$ cat config.mk
export PLATFORM = sky130hd
export DESIGN_NAME = tgt_pyld_recv_mq_flat
export DESIGN_NICKNAME = d
export VERILOG_FILES = /design/src/rtl/tgt_pyld_recv_mq_if.sv /design/src/rtl/tgt_pyld_recv_mq.sv /design/src/flat_wrapper.sv
export SDC_FILE = /design/constraint.sdc
export NUM_CORES = 1
export LEC_CHECK = 0
export ABC_AREA = 1
export CELL_PAD_IN_SITES_DETAIL_PLACEMENT = 1
export CELL_PAD_IN_SITES_GLOBAL_PLACEMENT = 1
export CORE_AREA = 3 3 288 290
export CTS_CLUSTER_DIAMETER = 40
export DETAILED_ROUTE_END_ITERATION = 16
export DIE_AREA = 0 0 291 293
export DONT_BUFFER_PORTS = 1
export PLACE_DENSITY = 0.51
export SYNTH_ARGS = -nofsm -noshare
export SYNTH_HDL_FRONTEND = slang
export SYNTH_SLANG_ARGS = --single-unit
$ cat constraint.sdc
create_clock -name clk -period 1.95 [get_ports clk]
set_input_delay 0.39 -clock clk [delete_from_list [all_inputs] [get_ports clk]]
set_output_delay 0.39 -clock clk [all_outputs]
set_load 0.01 [all_outputs]
$ cat src/rtl/tgt_pyld_recv_mq_if.sv
// tgt_pyld_recv_mq_if: descriptor, payload-in and payload-out streams
// for the target-side payload receive stage.
//
// Ports (signals):
//   nxt_valid/nxt_qnum/nxt_ready      queue-number descriptor stream
//   in_valid/in_last/in_head/in_data  payload beats from upstream
//   in_ready                          payload beat accepted
//   out_valid/out_last/out_blen       registered output beat and tags
//   out_qnum/out_data
//   out_ready                         downstream accept
// Modports:
//   slave   the receive stage (tgt_pyld_recv_mq)
//   master  the surrounding logic driving descriptors/payload
interface tgt_pyld_recv_mq_if #(
    parameter int QUEUE_NUM_LOG = 4,
    parameter int DATA_W        = 256,
    parameter int HEAD_W        = 128,
    parameter int BLEN_W        = 13
);
    logic                     nxt_valid;
    logic [QUEUE_NUM_LOG-1:0] nxt_qnum;
    logic                     nxt_ready;

    logic                     in_valid;
    logic                     in_last;
    logic [HEAD_W-1:0]        in_head;
    logic [DATA_W-1:0]        in_data;
    logic                     in_ready;

    logic                     out_valid;
    logic                     out_last;
    logic [BLEN_W-1:0]        out_blen;
    logic [QUEUE_NUM_LOG-1:0] out_qnum;
    logic [DATA_W-1:0]        out_data;
    logic                     out_ready;

    modport slave (
        input  nxt_valid, nxt_qnum,
        input  in_valid, in_last, in_head, in_data,
        input  out_ready,
        output nxt_ready, in_ready,
        output out_valid, out_last, out_blen, out_qnum, out_data
    );

    modport master (
        output nxt_valid, nxt_qnum,
        output in_valid, in_last, in_head, in_data,
        output out_ready,
        input  nxt_ready, in_ready,
        input  out_valid, out_last, out_blen, out_qnum, out_data
    );
endinterface

$ cat src/rtl/tgt_pyld_recv_mq.sv
// tgt_pyld_recv_mq: target-side payload receive stage. Pairs each payload
// packet with a queue descriptor, looks the queue up in a per-queue drop
// table, sinks dropped packets at full rate and forwards passed packets
// through a registered output stage tagged with queue number and length.
//
// Ports:
//   clk, rst_n        clock, asynchronous active-low reset
//   init_end          drop-table initialisation sweep finished
//   bus (slave)       descriptor / payload-in / payload-out streams
//   dropped_wen       drop-table write strobe (ignored until init_end)
//   dropped_qnum      drop-table write index
//   dropped_data      1 = drop, 0 = pass
//   cnt_clr           synchronous clear of both packet counters
//   pass_pkt_cnt      saturating count of passed packets
//   drop_pkt_cnt      saturating count of dropped packets
module tgt_pyld_recv_mq #(
    parameter int QUEUE_NUM_LOG = 4,
    parameter int DATA_W        = 256,
    parameter int HEAD_W        = 128,
    parameter int BLEN_W        = 13,
    parameter int CNT_W         = 32
) (
    input  logic                     clk,
    input  logic                     rst_n,
    output logic                     init_end,
    tgt_pyld_recv_mq_if.slave        bus,
    input  logic                     dropped_wen,
    input  logic [QUEUE_NUM_LOG-1:0] dropped_qnum,
    input  logic                     dropped_data,
    input  logic                     cnt_clr,
    output logic [CNT_W-1:0]         pass_pkt_cnt,
    output logic [CNT_W-1:0]         drop_pkt_cnt
);

    localparam int TAB_N = 1 << QUEUE_NUM_LOG;

    localparam logic [2:0] S_IDLE = 3'b001;
    localparam logic [2:0] S_DROP = 3'b010;
    localparam logic [2:0] S_PASS = 3'b100;

    localparam logic [QUEUE_NUM_LOG-1:0] IDX_LAST = '1;
    localparam logic [QUEUE_NUM_LOG-1:0] IDX_ONE  = 1;
    localparam logic [CNT_W-1:0]         CNT_MAX  = '1;
    localparam logic [CNT_W-1:0]         CNT_ONE  = 1;

    // init sweep and drop table
    logic                     init_q;
    logic [QUEUE_NUM_LOG-1:0] idx_q;
    logic [TAB_N-1:0]         tab_q;

    // packet FSM
    logic [2:0]               state_q, state_d;
    logic [QUEUE_NUM_LOG-1:0] cur_qnum_q, cur_qnum_d;

    // output register
    logic                     out_valid_q;
    logic                     out_last_q;
    logic [BLEN_W-1:0]        out_blen_q;
    logic [QUEUE_NUM_LOG-1:0] out_qnum_q;
    logic [DATA_W-1:0]        out_data_q;

    // statistics
    logic [CNT_W-1:0]         pass_cnt_q, pass_cnt_d;
    logic [CNT_W-1:0]         drop_cnt_q, drop_cnt_d;

    // handshake decode
    logic in_rdy;
    logic nxt_rdy;
    logic in_fire;
    logic last_fire;
    logic desc_fire;
    logic is_pass;
    logic is_drop;
    logic out_load;

    // only the byte-length field of the head is consumed here
    logic unused_head;
    assign unused_head = ^bus.in_head[HEAD_W-1:BLEN_W];

    // ------------------------------------------------------------
    // Init sweep marks every queue as drop; host writes are only
    // honoured once the sweep has finished.
    // ------------------------------------------------------------
    always_ff @(posedge clk or negedge rst_n) begin
        if (!rst_n) begin
            init_q <= 1'b0;
            idx_q  <= '0;
            tab_q  <= '0;
        end else if (!init_q) begin
            tab_q[idx_q] <= 1'b1;
            idx_q        <= idx_q + IDX_ONE;
            if (idx_q == IDX_LAST) begin
                init_q <= 1'b1;
            end
        end else if (dropped_wen) begin
            tab_q[dropped_qnum] <= dropped_data;
        end
    end

    // ------------------------------------------------------------
    // FSM: descriptor pop, disposition lookup, packet boundaries.
    // The disposition is frozen in the state at descriptor time, so
    // table writes mid-packet only affect later packets.
    // ------------------------------------------------------------
    assign is_pass = (state_q == S_PASS);
    assign is_drop = (state_q == S_DROP);

    always_comb begin
        in_rdy = 1'b0;
        case (state_q)
            S_DROP:  in_rdy = 1'b1;
            S_PASS:  in_rdy = ~out_valid_q | bus.out_ready;
            default: in_rdy = 1'b0;
        endcase
    end

    assign in_fire   = bus.in_valid & in_rdy;
    assign last_fire = in_fire & bus.in_last;

    // Next descriptor is popped in IDLE, or in the cycle the current
    // packet's last beat is accepted so packets run back-to-back.
    assign nxt_rdy   = (state_q == S_IDLE) ? init_q : last_fire;
    assign desc_fire = bus.nxt_valid & nxt_rdy;

    always_comb begin
        state_d    = state_q;
        cur_qnum_d = cur_qnum_q;
        case (state_q)
            S_IDLE, S_DROP, S_PASS: begin
                if (last_fire) begin
                    state_d = S_IDLE;
                end
                if (desc_fire) begin
                    cur_qnum_d = bus.nxt_qnum;
                    state_d    = tab_q[bus.nxt_qnum] ? S_DROP : S_PASS;
                end
            end
            default: state_d = S_IDLE;
        endcase
    end

    always_ff @(posedge clk or negedge rst_n) begin
        if (!rst_n) begin
            state_q    <= S_IDLE;
            cur_qnum_q <= '0;
        end else begin
            state_q    <= state_d;
            cur_qnum_q <= cur_qnum_d;
        end
    end

    // ------------------------------------------------------------
    // Registered output stage. Holds while stalled; empties on
    // out_ready when no new beat is loaded.
    // ------------------------------------------------------------
    assign out_load = in_fire & is_pass;

    always_ff @(posedge clk or negedge rst_n) begin
        if (!rst_n) begin
            out_valid_q <= 1'b0;
            out_last_q  <= 1'b0;
            out_blen_q  <= '0;
            out_qnum_q  <= '0;
            out_data_q  <= '0;
        end else if (out_load) begin
            out_valid_q <= 1'b1;
            out_last_q  <= bus.in_last;
            out_blen_q  <= bus.in_head[BLEN_W-1:0];
            out_qnum_q  <= cur_qnum_q;
            out_data_q  <= bus.in_data;
        end else if (bus.out_ready) begin
            out_valid_q <= 1'b0;
        end
    end

    // ------------------------------------------------------------
    // Saturating packet counters; clear wins over increment.
    // ------------------------------------------------------------
    always_comb begin
        pass_cnt_d = pass_cnt_q;
        drop_cnt_d = drop_cnt_q;
        if (cnt_clr) begin
            pass_cnt_d = '0;
            drop_cnt_d = '0;
        end else begin
            if (last_fire && is_pass && pass_cnt_q != CNT_MAX) begin
                pass_cnt_d = pass_cnt_q + CNT_ONE;
            end
            if (last_fire && is_drop && drop_cnt_q != CNT_MAX) begin
                drop_cnt_d = drop_cnt_q + CNT_ONE;
            end
        end
    end

    always_ff @(posedge clk or negedge rst_n) begin
        if (!rst_n) begin
            pass_cnt_q <= '0;
            drop_cnt_q <= '0;
        end else begin
            pass_cnt_q <= pass_cnt_d;
            drop_cnt_q <= drop_cnt_d;
        end
    end

    // ------------------------------------------------------------
    // Outputs
    // ------------------------------------------------------------
    assign init_end      = init_q;
    assign bus.nxt_ready = nxt_rdy;
    assign bus.in_ready  = in_rdy;
    assign bus.out_valid = out_valid_q;
    assign bus.out_last  = out_last_q;
    assign bus.out_blen  = out_blen_q;
    assign bus.out_qnum  = out_qnum_q;
    assign bus.out_data  = out_data_q;
    assign pass_pkt_cnt  = pass_cnt_q;
    assign drop_pkt_cnt  = drop_cnt_q;

endmodule

$ cat src/flat_wrapper.sv
// flat-port wrapper written by rule: the top's interface ports become plain ports
module tgt_pyld_recv_mq_flat 
#(
    parameter int QUEUE_NUM_LOG = 4,
    parameter int DATA_W        = 256,
    parameter int HEAD_W        = 128,
    parameter int BLEN_W        = 13,
    parameter int CNT_W         = 32
)
  (clk, rst_n, init_end, dropped_wen, dropped_qnum, dropped_data, cnt_clr, pass_pkt_cnt, drop_pkt_cnt, bus_nxt_valid, bus_nxt_qnum, bus_in_valid, bus_in_last, bus_in_head, bus_in_data, bus_out_ready, bus_nxt_ready, bus_in_ready, bus_out_valid, bus_out_last, bus_out_blen, bus_out_qnum, bus_out_data);
  tgt_pyld_recv_mq_if #(.QUEUE_NUM_LOG(QUEUE_NUM_LOG), .DATA_W(DATA_W), .HEAD_W(HEAD_W), .BLEN_W(BLEN_W)) bus_i ();
  input  logic clk;
  input  logic rst_n;
  output logic init_end;
  input  logic dropped_wen;
  input  logic [QUEUE_NUM_LOG-1:0] dropped_qnum;
  input  logic dropped_data;
  input  logic cnt_clr;
  output logic [CNT_W-1:0] pass_pkt_cnt;
  output logic [CNT_W-1:0] drop_pkt_cnt;
  input wire logic [$bits(bus_i.nxt_valid)-1:0] bus_nxt_valid;
  input wire logic [$bits(bus_i.nxt_qnum)-1:0] bus_nxt_qnum;
  input wire logic [$bits(bus_i.in_valid)-1:0] bus_in_valid;
  input wire logic [$bits(bus_i.in_last)-1:0] bus_in_last;
  input wire logic [$bits(bus_i.in_head)-1:0] bus_in_head;
  input wire logic [$bits(bus_i.in_data)-1:0] bus_in_data;
  input wire logic [$bits(bus_i.out_ready)-1:0] bus_out_ready;
  output wire logic [$bits(bus_i.nxt_ready)-1:0] bus_nxt_ready;
  output wire logic [$bits(bus_i.in_ready)-1:0] bus_in_ready;
  output wire logic [$bits(bus_i.out_valid)-1:0] bus_out_valid;
  output wire logic [$bits(bus_i.out_last)-1:0] bus_out_last;
  output wire logic [$bits(bus_i.out_blen)-1:0] bus_out_blen;
  output wire logic [$bits(bus_i.out_qnum)-1:0] bus_out_qnum;
  output wire logic [$bits(bus_i.out_data)-1:0] bus_out_data;
  assign bus_i.nxt_valid = bus_nxt_valid;
  assign bus_i.nxt_qnum = bus_nxt_qnum;
  assign bus_i.in_valid = bus_in_valid;
  assign bus_i.in_last = bus_in_last;
  assign bus_i.in_head = bus_in_head;
  assign bus_i.in_data = bus_in_data;
  assign bus_i.out_ready = bus_out_ready;
  assign bus_nxt_ready = bus_i.nxt_ready;
  assign bus_in_ready = bus_i.in_ready;
  assign bus_out_valid = bus_i.out_valid;
  assign bus_out_last = bus_i.out_last;
  assign bus_out_blen = bus_i.out_blen;
  assign bus_out_qnum = bus_i.out_qnum;
  assign bus_out_data = bus_i.out_data;
  tgt_pyld_recv_mq #(.QUEUE_NUM_LOG(QUEUE_NUM_LOG), .DATA_W(DATA_W), .HEAD_W(HEAD_W), .BLEN_W(BLEN_W), .CNT_W(CNT_W)) u_core (.clk(clk), .rst_n(rst_n), .init_end(init_end), .bus(bus_i), .dropped_wen(dropped_wen), .dropped_qnum(dropped_qnum), .dropped_data(dropped_data), .cnt_clr(cnt_clr), .pass_pkt_cnt(pass_pkt_cnt), .drop_pkt_cnt(drop_pkt_cnt));
endmodule
Yosys cells after proc, flatten, opt, wreduce, memory -nomap -nowiden
Index checks and enable logic that the tools add are counted.

Input port bits: 401. Output and inout bits: 342. Word-level logic and storage cells: 69. Register bits: 367.

Mux-type cells: 23. Eq/ne operators: 8. Add/subtract/negate cells: 3. Reduce and logical (&&, ||, !) cells: 11. Bitwise gates (word level): 7. Magnitude comparators: 5.

Operators with widths (number): 32-bit 2-to-1 mux (4); 32-bit by 1-bit adder with 32-bit output, second input constant (2); 32-bit inequality test, second input constant (2); 16-bit 2-to-1 mux (2); 16-bit bitwise mux (1); 16-bit OR (1); 4-bit by 5-bit < comparator with 1-bit output, second input constant (3); 3-bit 2-to-1 mux (4); 1-bit demux with 4-bit select (2); 4-bit by 1-bit greater-or-equal comparator with 1-bit output, second input constant (2); 1-bit 2-to-1 mux (8); 1-bit logical AND (6); 2-bit nonzero test (3); 4-bit by 1-bit adder with 4-bit output, second input constant (1); 1-bit bitwise AND (4); 1-bit binary-select mux with 4-bit select (1); 4-bit equality test, second input constant (1); 3-bit by 1-bit equality test with 1-bit output, second input constant (1); 3-bit by 2-bit equality test with 1-bit output, second input constant (1); 3-bit equality test, second input constant (1); 3-bit by 1-bit inequality test with 1-bit output, second input constant (1); 3-bit OR reduction (1); 2-bit inequality test, second input constant (1); 1-bit one-hot mux with 2 select lines (1); other kinds (3) (3).

Logic depth before layout (Yosys ltp)
Depth in word-level cells: 9. Mapped depth: 12. Depth with buffers taken out: 11.

Worst setup path before layout
OpenSTA, ideal clock, no wires.

Kind: flip-flop to flip-flop. Start: register u_core.pass_cnt_q[0], in the netlist u_core.pass_pkt_cnt[0]. End: register u_core.pass_cnt_q[21], in the netlist u_core.pass_pkt_cnt[21]. Buffers on the path: 1. Clock period less this slack: 1816 ps. Cell stages (with the launch flop): 12. Arrival time: 1700 ps. Slack: 134 ps. Required time: 1833 ps. Library setup time: 117 ps. Path through: dfrtp_1 ha_1 inv_1 nor2_4 nand2_2 nor2_4 nand3_2 nand2_4 nand2_4 buf_6 nand2_1 nand2_1.

Longest elaborated chain between the ends: 3. Elaborated cells on any way between the ends: 6. Those cells by class: add/sub (1); eq/ne (1); mux (2); reduce/logical (2).

Ends and longest elaborated chain: start, declared (RTL line tgt_pyld_recv_mq.sv:63) `logic [CNT_W-1:0] pass_cnt_q, pass_cnt_d;`; start signal, assigned (RTL line tgt_pyld_recv_mq.sv:200) `pass_cnt_q <= pass_cnt_d;`; 32-bit by 1-bit adder with 32-bit output or 32-bit inequality test (tied branches) (RTL line tgt_pyld_recv_mq.sv:187, tgt_pyld_recv_mq.sv:186); 32-bit 2-to-1 mux or 1-bit logical AND (tied branches) (RTL line tgt_pyld_recv_mq.sv:186) `if (last_fire && is_pass && pass_cnt_q != CNT_MAX) begin`; 32-bit 2-to-1 mux or 2-bit nonzero test (tied branches).

Parallel ways exist; a longest one is shown, timed or not. The select of a mux whose other input is x is not followed. A chain may end at the register's enable or synchronous reset.

Final worst setup path
Start: register u_core.state_q[0]. End: register u_core.out_data_q[2], in the netlist u_core.bus.out_data[2].

Longest elaborated chain between the ends: 4. Elaborated cells on any way between the ends: 5. Those cells by class: eq/ne (2); mux (1); bitwise (2).

Ends and longest elaborated chain: start, declared (RTL line tgt_pyld_recv_mq.sv:52) `logic [2:0] state_q, state_d;`; start signal, assigned (RTL line tgt_pyld_recv_mq.sv:147) `state_q <= state_d;`; 3-bit equality test or 3-bit by 2-bit equality test with 1-bit output (tied branches) (RTL line tgt_pyld_recv_mq.sv:105, tgt_pyld_recv_mq.sv:110); 1-bit one-hot mux with 2 select lines (RTL line tgt_pyld_recv_mq.sv:110) `case (state_q)`; 1-bit bitwise AND (RTL line tgt_pyld_recv_mq.sv:117) `assign in_fire = bus.in_valid & in_rdy;`; 1-bit bitwise AND * (RTL line tgt_pyld_recv_mq.sv:156) `assign out_load = in_fire & is_pass;`; end signal, assigned (RTL line tgt_pyld_recv_mq.sv:170) `out_data_q <= bus.in_data;`; end, declared (RTL line tgt_pyld_recv_mq.sv:60) `logic [DATA_W-1:0] out_data_q;`.

Every way passes the cells marked *; elsewhere a longest branch is shown, timed or not.

==> impl_metrics.tcl <==
set metrics [dict create \
    initial_utilization_pct 20.4 \
    synth-xor-area-share_pct 1.49 \
    syn_to_final_growth_pct 66.4 \
    synth_mux_area_share_pct 0.0608 \
    grt_pass1_wl_mm 104 \
    hold_violations 367 \
    worstPathRequired_ns 2.45 \
    synth_edf_count 0 \
    cp_max_fo 11 \
    vdd_drop_max_v 0.000677 \
    combPwrFrac_pct 13.0 \
    synth_simple_gate_area_share_pct 35.5 \
    rsz0062_at_grt "yes" \
    grt_pass1_vias 17000 \
    drtIter0Drc 596 \
    p_seq_share_pct 40.3 \
    drcViolationCount 0 \
    setup_slack_ns -0.0940 \
    ant_nets 0 \
    final_cell_count_no_fill 3722 \
    setup_viol 103 \
    cts_tree "built" \
    synth_top_family_by_area "simple AND/OR/NAND/NOR gates" \
    vias_per_cell 4.43 \
    die_area_um2 85300 \
    period_minus_slack_ns 2.04 \
    track_usage_pct 15.4 \
    cp_slowest_cell "dfstp_2" \
    cap_violations 0 \
    synthArstFlopShare_pct 100 \
    yosysMostFrequentCell "nand2_1" \
    crit_family "buffers and inverters" \
    netlist_area_um2 16500 \
    cp_data_arrival_time_ns 2.54 \
    whs_ns -0.513 \
    place_hpwl_mm 47.3 \
    fin_tns_setup_ns -3.87 \
    violations "negative hold slack, max-slew violations, negative setup slack" \
    r2r_start "u_core.state_q[0]" \
    die_width_um 291 \
    totalWireLength_mm 79.9 \
    hp-class "in2async" \
    yosysSeqAreaShare_pct 55.8 \
    synth-compound-area-share_pct 1.88 \
    ios 743 \
    yosysWarningCount 0 \
    fin_skew_ns 0.0319 \
    layout_worst_path_cycle_share_pct 105 \
    cp-start-kind "flop" \
    maxSlewViolCount 84 \
    root_buffer "clkbuf_16" \
    synth_top_area_share_pct 55.7 \
    antenna_found_initial 7 \
    power.switching_w 0.0101 \
    max_stage_delay_ns 0.59 \
    ys_ff_latch 367 \
    path_buf_inv 7 \
    cts.sinks 367 \
    synth_area_leaders "dfrtp_1, nand2_1, nor2_1" \
    r2r_slack_ns -0.09 \
    sw_frac_of_total_pct 32.3 \
    reg2regPathDepth 13 \
    syn_inst 2118 \
    status "finished, violations left" \
    worstSetupPathType "reg2reg" \
    power_density_nw_per_um2 1140 \
    drive_above_1_share_pct 27.6 \
    clkTransAtPathRegs_ns 0.06 \
    r2r_end "u_core.bus.out_data[2]" \
    vias 16500 \
    rows 104 \
    crit_chain "nor2_2, nand3_2, nand2_4, buf_6, buf_6, nand3_4, buf_12, buf_12, inv_16, buf_16, clkbuf_16, nand2_1, nand2_2" \
    synth_common_cells "nand2_1, dfrtp_1, nor2_1, nand3_1, inv_1" \
    p_clk_share_pct 46.7 \
    syn_avg_cell_area_um2 7.77 \
    ys.flop_type "dfrtp_1" \
    max_slew_margin_pct -8.03 \
    grt-ovfl-total 0 \
    p_leak_nw 13.5 \
    synth_nets 2525 \
    cp-end-kind "flop" \
    numPortBuffers 0 \
    place_inst 3199 \
    max_freq_mhz 489 \
    synth_fa_ha_area_share_pct 0.456 \
    p_int_w 0.0212 \
    tightest_slew_ns 1.62 \
    yosys.area.top_type "dfrtp_1" \
    hold_buffers 276 \
    wl_per_cell_um 21.5 \
    gp_congestion 0.834 \
    die_h_um 293 \
    first_pass_iters 5 \
    insertion_delay_ns 0.61 \
    max-clock-path-buffers 3 \
    coreArea_um2 80500 \
    htreeDepth 3 \
    synth.distinct_cells 40 \
    cts_buffers 82 \
    grt_max_degree 368 \
    nets 2995 \
]
## power by group through the flow
| stage | Clock (W) | Combinational, W | Sequential, W |
|---|---|---|---|
| after detailed placement | 0 | 0.00243 | 0.0123 |
| after CTS | 0.0149 | 0.00310 | 0.0122 |
| after floorplan | 0 | 0.00185 | 0.0114 |
| after global placement | 0 | 0.00227 | 0.0123 |
| final | 0.0146 | 0.00407 | 0.0126 |
| after global routing | 0.0154 | 0.00455 | 0.0128 |
## cell type report
class | instances | area, um2
fill | 9259 | 53200
sequential | 367 | 9190
multi-input combinational | 1572 | 7910
timing repair buffer | 470 | 5620
clock buffer | 92 | 2170
tap | 1060 | 1330
clock inverter | 59 | 746
inverter | 94 | 380
timing repair inverter | 1 | 20.0
antenna | 7 | 17.5
## per-stage QoR
step	utilization [%]	setup WS [ns]	total power [W]	hold WS (ns)	cell area (um2)
6_report	34.0	-0.0940	0.0313	-0.513	27400
5_1_grt	34.0	-0.194	0.0327	-0.561	27400
4_1_cts	30.0	-0.173	0.0303	-0.568	24200
3_5_place_dp	22.8	0.106	0.0148	0.106	18300
3_3_place_gp	22.8	0.155	0.0146	0.110	18300
2_1_floorplan	-	0.134	0.0132	0.0944	16500
## sequential cells by signal, summed over array words and instances, names as in the netlist, 3 cells and up
name / count
u_core.bus.out_qnum: 4
u_core.state_q: 3
u_core.tab_q: 16
u_core.drop_pkt_cnt: 32
u_core.bus.out_blen: 13
u_core.idx_q: 4
u_core.bus.out_data: 256
u_core.pass_pkt_cnt: 32
u_core.cur_qnum_q: 4
## timing repair
action | in CTS | in global routing
pin swaps | 7 | 132
buffers inserted | 8 | 22
cloned | 0 | 60
gates resized for setup | 15 | 527
setup endpoints to repair | 2 | 308
endpoints found under the hold margin | 676 | 367
## cell usage in the layout (no fill, tap or decap), types with 5 or more instances in the layout
master / n
a21oi_1: 7
buf_12: 23
buf_16: 13
buf_4: 92
buf_6: 11
buf_8: 17
bufinv_16: 11
clkbuf_16: 122
clkbuf_8: 6
clkinv_2: 9
clkinv_4: 10
clkinvlp_4: 12
dfrtp_1: 364
diode_2: 7
dlygate4sd3_1: 275
ha_1: 5
inv_1: 88
inv_6: 15
nand2_1: 842
nand2_2: 257
nand2_4: 99
nand3_1: 94
nand4_1: 21
nor2_1: 146
nor2_2: 8
o211ai_1: 7
o21ai_0: 18
xnor2_1: 12
xor2_1: 16
## metal layers
layer  GRT usage, %  up-vias  routed length, um
li1               -     7513                  -
met1           17.1     8176              30400
met2           26.9      596              40200
met3           5.23      183               6200
met4           6.96        4               3110
met5              0        -                 28
## worst max-delay path by stage
stage                          endpoint  depth (start not counted)                    from  slack [ns]
3_5_place_dp   u_core.bus.out_data[143]                          8       u_core.state_q[0]        0.11
2_1_floorplan   u_core.pass_pkt_cnt[21]                         11  u_core.pass_pkt_cnt[0]        0.13
3_3_place_gp    u_core.drop_pkt_cnt[27]                         11  u_core.drop_pkt_cnt[0]        0.15
4_1_cts                   bus_nxt_ready                          6       u_core.state_q[0]       -0.17
5_1_grt                   bus_nxt_ready                          6       u_core.state_q[0]       -0.19
6_report         u_core.bus.out_data[2]                         13       u_core.state_q[0]       -0.09
## cell families (layout without fill, tap and decap cells)
group	count (synthesis)	count (layout)
and+or+nand+nor	1486	1486
buffers and inverters	179	716
adders and majority gates	6	6
xor gates and xnor gates	28	28
AOI/OAI and AO/OA	51	51
other	0	7
DFF	367	367
muxes	1	1
## worst register-to-register path: cells and delay by family (launching register included)
kind	cells	cell delay (ns)
DFF	1	0.59
buffers and inverters	7	0.91
and+or+nand+nor	6	0.45
No activity file was read; power rests on OpenSTA's default activity.
